--- src/rtl/weight_bias_loader.sv ---
// weight_bias_loader: routes bias/weight words from the AXI weight reader into the bias
// buffer and a ping-pong weight buffer. Define WBL_ERR_CHECK_EN to enable the sticky O_err flag.
module weight_bias_loader #(
    parameter int unsigned C_DATA_WIDTH = 128,
    parameter int unsigned C_BIAS_AW    = 8,
    parameter int unsigned C_WGT_AW     = 10
) (
    input  logic                    I_clk,
    input  logic                    I_rst_n,
    input  logic                    I_ap_start,
    input  logic [31:0]             I_in_datab_bytes,
    input  logic [31:0]             I_in_dataw_bytes,
    input  logic [C_DATA_WIDTH-1:0] I_mem_din,
    input  logic                    I_mem_din_valid,
    input  logic                    I_weight_ch,
    output logic                    O_bias_we,
    output logic [C_BIAS_AW-1:0]    O_bias_waddr,
    output logic [C_DATA_WIDTH-1:0] O_bias_wdata,
    output logic                    O_wgt_we,
    output logic                    O_wgt_bank,
    output logic [C_WGT_AW-1:0]     O_wgt_waddr,
    output logic [C_DATA_WIDTH-1:0] O_wgt_wdata,
    input  logic [1:0]              I_bank_release,
    output logic [1:0]              O_bank_valid,
    output logic                    O_load_ready,
    output logic                    O_ap_done,
    output logic                    O_err
);

    localparam int unsigned CNT_W = 32;

    typedef enum logic [1:0] {
        ST_IDLE = 2'd0,
        ST_LOAD = 2'd1,
        ST_DONE = 2'd2
    } state_t;

    state_t           state_q;
    state_t           state_d;
    logic             start_q;
    logic             bank_ptr_q;
    logic             active_q;
    logic [CNT_W-1:0] nb_q;
    logic [CNT_W-1:0] nw_q;
    logic [CNT_W-1:0] bias_cnt_q;
    logic [CNT_W-1:0] wgt_cnt_q;

    logic             start_edge_c;
    logic             accept_c;
    logic             load_full_c;
    logic             bias_hit_c;
    logic             wgt_hit_c;
    logic [1:0]       bank_valid_d;

    // Byte count rounded up to whole 16-byte words.
    function automatic logic [CNT_W-1:0] words_of(input logic [CNT_W-1:0] bytes);
        return (bytes >> 4) + CNT_W'(|bytes[3:0]);
    endfunction

    assign O_load_ready = (state_q == ST_IDLE) && !O_bank_valid[bank_ptr_q];

    always_ff @(posedge I_clk or negedge I_rst_n) begin
        if (!I_rst_n) begin
            state_q <= ST_IDLE;
        end else begin
            state_q <= state_d;
        end
    end

    always_comb begin
        state_d = state_q;
        unique case (state_q)
            ST_IDLE: if (accept_c) state_d = ST_LOAD;
            ST_LOAD: if (load_full_c) state_d = ST_DONE;
            ST_DONE: state_d = ST_IDLE;
            default: state_d = ST_IDLE;
        endcase
    end

    always_comb begin
        start_edge_c = I_ap_start && !start_q;
        accept_c     = start_edge_c && O_load_ready;
        load_full_c  = (bias_cnt_q >= nb_q) && (wgt_cnt_q >= nw_q);
        bias_hit_c   = (state_q == ST_LOAD) && I_mem_din_valid && !I_weight_ch
                       && (bias_cnt_q < nb_q);
        wgt_hit_c    = (state_q == ST_LOAD) && I_mem_din_valid && I_weight_ch
                       && (wgt_cnt_q < nw_q);
        // A completing bank wins over a same-cycle release of that bank.
        bank_valid_d = O_bank_valid & ~I_bank_release;
        if (state_q == ST_DONE) begin
            bank_valid_d[active_q] = 1'b1;
        end
    end

    always_ff @(posedge I_clk or negedge I_rst_n) begin
        if (!I_rst_n) begin
            start_q      <= 1'b0;
            bank_ptr_q   <= 1'b0;
            active_q     <= 1'b0;
            nb_q         <= '0;
            nw_q         <= '0;
            bias_cnt_q   <= '0;
            wgt_cnt_q    <= '0;
            O_bias_we    <= 1'b0;
            O_bias_waddr <= '0;
            O_bias_wdata <= '0;
            O_wgt_we     <= 1'b0;
            O_wgt_bank   <= 1'b0;
            O_wgt_waddr  <= '0;
            O_wgt_wdata  <= '0;
            O_bank_valid <= '0;
            O_ap_done    <= 1'b0;
        end else begin
            start_q      <= I_ap_start;
            O_bias_we    <= bias_hit_c;
            O_wgt_we     <= wgt_hit_c;
            O_ap_done    <= (state_d == ST_DONE);
            O_bank_valid <= bank_valid_d;
            if (accept_c) begin
                nb_q       <= words_of(I_in_datab_bytes);
                nw_q       <= words_of(I_in_dataw_bytes);
                bias_cnt_q <= '0;
                wgt_cnt_q  <= '0;
                active_q   <= bank_ptr_q;
            end
            if (bias_hit_c) begin
                O_bias_waddr <= bias_cnt_q[C_BIAS_AW-1:0];
                O_bias_wdata <= I_mem_din;
                bias_cnt_q   <= bias_cnt_q + CNT_W'(1);
            end
            if (wgt_hit_c) begin
                O_wgt_bank  <= active_q;
                O_wgt_waddr <= wgt_cnt_q[C_WGT_AW-1:0];
                O_wgt_wdata <= I_mem_din;
                wgt_cnt_q   <= wgt_cnt_q + CNT_W'(1);
            end
            if (state_q == ST_DONE) begin
                bank_ptr_q <= ~bank_ptr_q;
            end
        end
    end

`ifdef WBL_ERR_CHECK_EN
    logic err_set_c;

    // Any dropped word (any state) or a start edge that was not accepted.
    always_comb begin
        err_set_c = (I_mem_din_valid && !bias_hit_c && !wgt_hit_c)
                    || (start_edge_c && !O_load_ready);
    end

    always_ff @(posedge I_clk or negedge I_rst_n) begin
        if (!I_rst_n) begin
            O_err <= 1'b0;
        end else if (err_set_c) begin
            O_err <= 1'b1;
        end else if (accept_c) begin
            O_err <= 1'b0;
        end
    end
`else
    assign O_err = 1'b0;
`endif

endmodule

--- config.mk ---
export PLATFORM = sky130hd
export DESIGN_NAME = weight_bias_loader
export DESIGN_NICKNAME = d
export VERILOG_FILES = /design/src/rtl/weight_bias_loader.sv
export SDC_FILE = /design/constraint.sdc
export NUM_CORES = 1
export LEC_CHECK = 0
export ABC_CLOCK_PERIOD_IN_PS = 7400
export CORE_AREA = 2 2 233 235
export DETAILED_ROUTE_END_ITERATION = 12
export DIE_AREA = 0 0 235 237
export SYNTH_ARGS = -nofsm -noshare
export SYNTH_HDL_FRONTEND = slang
export SYNTH_SLANG_ARGS = --single-unit
--- constraint.sdc ---
create_clock -name I_clk -period 7.4 [get_ports I_clk]
set_clock_uncertainty 0.15 [all_clocks]
set_input_delay 2.22 -clock I_clk [delete_from_list [all_inputs] [get_ports I_clk]]
set_output_delay 2.22 -clock I_clk [all_outputs]
set_load 0.02 [all_outputs]
==> results.toml <==
[timing]
min_period_over_period_pct = 72.7
fin_ws_ns = 2.02
relSlewSlack_pct = 28.8
max_freq_mhz = 186
tightest_slew_ns = 1.07
finalHoldViolCount = 0
holdWs_ns = 0.307
min_period_ns = 5.38
maxSlewViolCount = 0
rsz0062_at_grt = "no"
setup_viol = 0
finalSetupTns_ns = 0

[worst_setup_path]
arrival_ns = 5.73
cp-start-kind = "input port"
cp-end-kind = "flip-flop"
path_max_fanout = 69
worstPathRequired_ns = 7.75
crit_type = "input port to flip-flop"

[detailed_routing]
ant_nets = 0
drc_errors = 0
via_per_inst = 4.84
drt-wirelength-per-cell_um = 17.3
dr.first_iter.drc_count = 1060
vias = 15973
firstDrtPassIters = 8
drt-total-wl_mm = 57.2

[pwr]
pwr-share-comb_pct = 24.8
seq_power_share_pct = 40.9
power.density_mw_per_mm2 = 265
p_clk_share_pct = 34.3
power_mw = 6.74
leakage_nw = 12.1
netSwitchingFraction_pct = 30.7
internal_power_mw = 4.68
p_switching_mw = 2.07
peakVddDrop_mv = 0.168

[global_route]
grt_pass1_vias = 15822
grt_antenna_before_repair = 4
gr-usage-met3_pct = 4.38
use_met1_pct = 25.7
grt.busiest_layer = "met2"
grt_usage_pct = 20.1
grt.overflow.total = 0
grt_max_degree = 151
met2_usage_pct = 33.4
grt_pass1_wl_mm = 89.8

[clocking]
cts-buffers-inserted = 47
cts_setup_buffers = 0
cts_resized = 0
cts_hold_buf = 0
cts.sink_count = 407
cts_max_path_buffers = 3
clockRootBuffer = "clkbuf_16"
tritoncts = "built"
htreeDepth = 2
clkSlewWorstSetupHoldPaths_ns = 0.05
clk_latency_ns = 0.57

[placed_design]
dp_hpwl_mm = 40.0
dp_slack_ns = 1.44
routabilityCongestion = 0.840
dp.cells = 3213
io_buffers = 479

[synthesis]
synth_area_leaders = "dfrtp_1, nand2_1, ha_1, o21ai_0, xor2_1"
syn-cell-area_mm2 = 0.0185
yosysTopAreaCellShare_pct = 55.0
synth.distinct_cells = 55
synth_edf_count = 0
yosysMostFrequentCell = "nand2_1"
syn_nets = 2387
yosysSeqAreaShare_pct = 55.0
syn_avg_cell_area_um2 = 8.71
yosys_most_used_dff = "dfrtp_1"
netlist_instances = 2124
async_flop_share_pct = 100
yosys-top-cells-count = "nand2_1, dfrtp_1, o21ai_0"
ys_ff_latch = 407
yosysWarnings = 0
synth_top_area_cell = "dfrtp_1"

[flow_run]
drv_cap = 0

[cells_and_area]
final_cells = 3300
multi_input_area_mm2 = 0.00765
final-seq-area_mm2 = 0.0102
nets = 2829
fillers = 5013
drive_gt1_share_pct = 4.00
area_growth_syn_to_layout_pct = 37.8

[floorplan]
dieArea_mm2 = 0.0557
coreArea_mm2 = 0.0533
start_util_pct = 34.7
die_y_um = 237
ios = 481
fp-row-count = 85
fp.dieW_um = 235

[run_status]
outcome = "complete, no violations"

[hold_path]
hp-class = "flip-flop to flip-flop"
-- kinds of logic after synthesis --
family	Yosys count	share of synthesized area, %
XOR/XNOR	53	2.51
other	1	0.0203
buffers and inverters	178	3.75
multiplexers	16	0.866
AO/OA/AOI/OAI	199	6.34
AND/OR/NAND/NOR	1206	27.2
adder cells (fa/ha/maj)	64	4.33
flip-flops	407	55.0
-- stage by stage --
step	cell area, um^2	utilization [%]
after floorplan	18500	-
final	25500	47.8
after global placement	24000	45.0
after detailed placement	24000	45.0
after CTS	25500	47.8
after global routing	25500	47.8
-- state kept, by name (all words and copies together) (netlist names), 8 cells and up --
signal	cells
O_bias_waddr	8
nw_q	29
O_wgt_wdata	128
O_bias_wdata	128
nb_q	29
wgt_cnt_q	32
O_wgt_waddr	10
bias_cnt_q	32
-- layout make-up --
type                       count  share of cell area [%]
multi-input combinational   1539                    30.0
clock inverter                17                   0.668
sequential                   407                    40.0
timing repair buffer         491                    19.4
inverter                      80                    1.20
clock buffer                  66                    5.33
tap                          696                    3.42
antenna                        4                  0.0393
-- layout by cell type, fill, tap and decap left out, types with 16 or more instances in the layout --
cell type          n
mux2i_1           16
a21oi_1           48
dfrtp_1          407
clkdlybuf4s50_1  478
xor2_1            38
ha_1              64
and3_1            23
nand4_1           33
nand2_1          945
o21ai_0           80
clkbuf_16         47
nor2_1            49
nand3_1           59
inv_1             79
-- worst max-delay path, stage by stage --
cell	delay [ns]
clkdlybuf4s50_1	0.58
inv_1	0.07
or4_1	0.49
or3_1	0.50
or2_4	0.52
buf_4	0.37
buf_4	0.43
nor4_1	0.36
a21o_1	0.13
-- power groups by stage --
stage	clock, mW	sequential (mW)	combinational [mW]
global placement	0	2.78	1.67
floorplan	0	3.12	0.377
CTS	2.38	2.76	1.70
detailed placement	0	2.79	1.69
global route	2.47	2.80	1.80
finish	2.31	2.76	1.67
-- per-layer routing --
| layer | vias to the layer above | wire length (um) |
|---|---|---|
| li1 | 7805 | - |
| met1 | 7656 | 24200 |
| met2 | 415 | 28000 |
| met3 | 97 | 3380 |
| met4 | 0 | 1650 |
| met5 | - | 0 |
-- final timing paths --
kind / startpoint / to / slack, ns / cells after the start
min: active_q / O_bank_valid[0] / 0.31 / 1
min in group asynchronous: I_rst_n / nw_q[12] / 1.57 / 1
max in group asynchronous: I_rst_n / nb_q[1] / 3.96 / 2
max: I_weight_ch / wgt_cnt_q[18] / 2.02 / 9
min reg2reg: active_q / O_bank_valid[0] / 0.31 / 1
max reg2reg: wgt_cnt_q[15] / wgt_cnt_q[18] / 2.81 / 11
No activity file was read; power rests on OpenSTA's default activity.
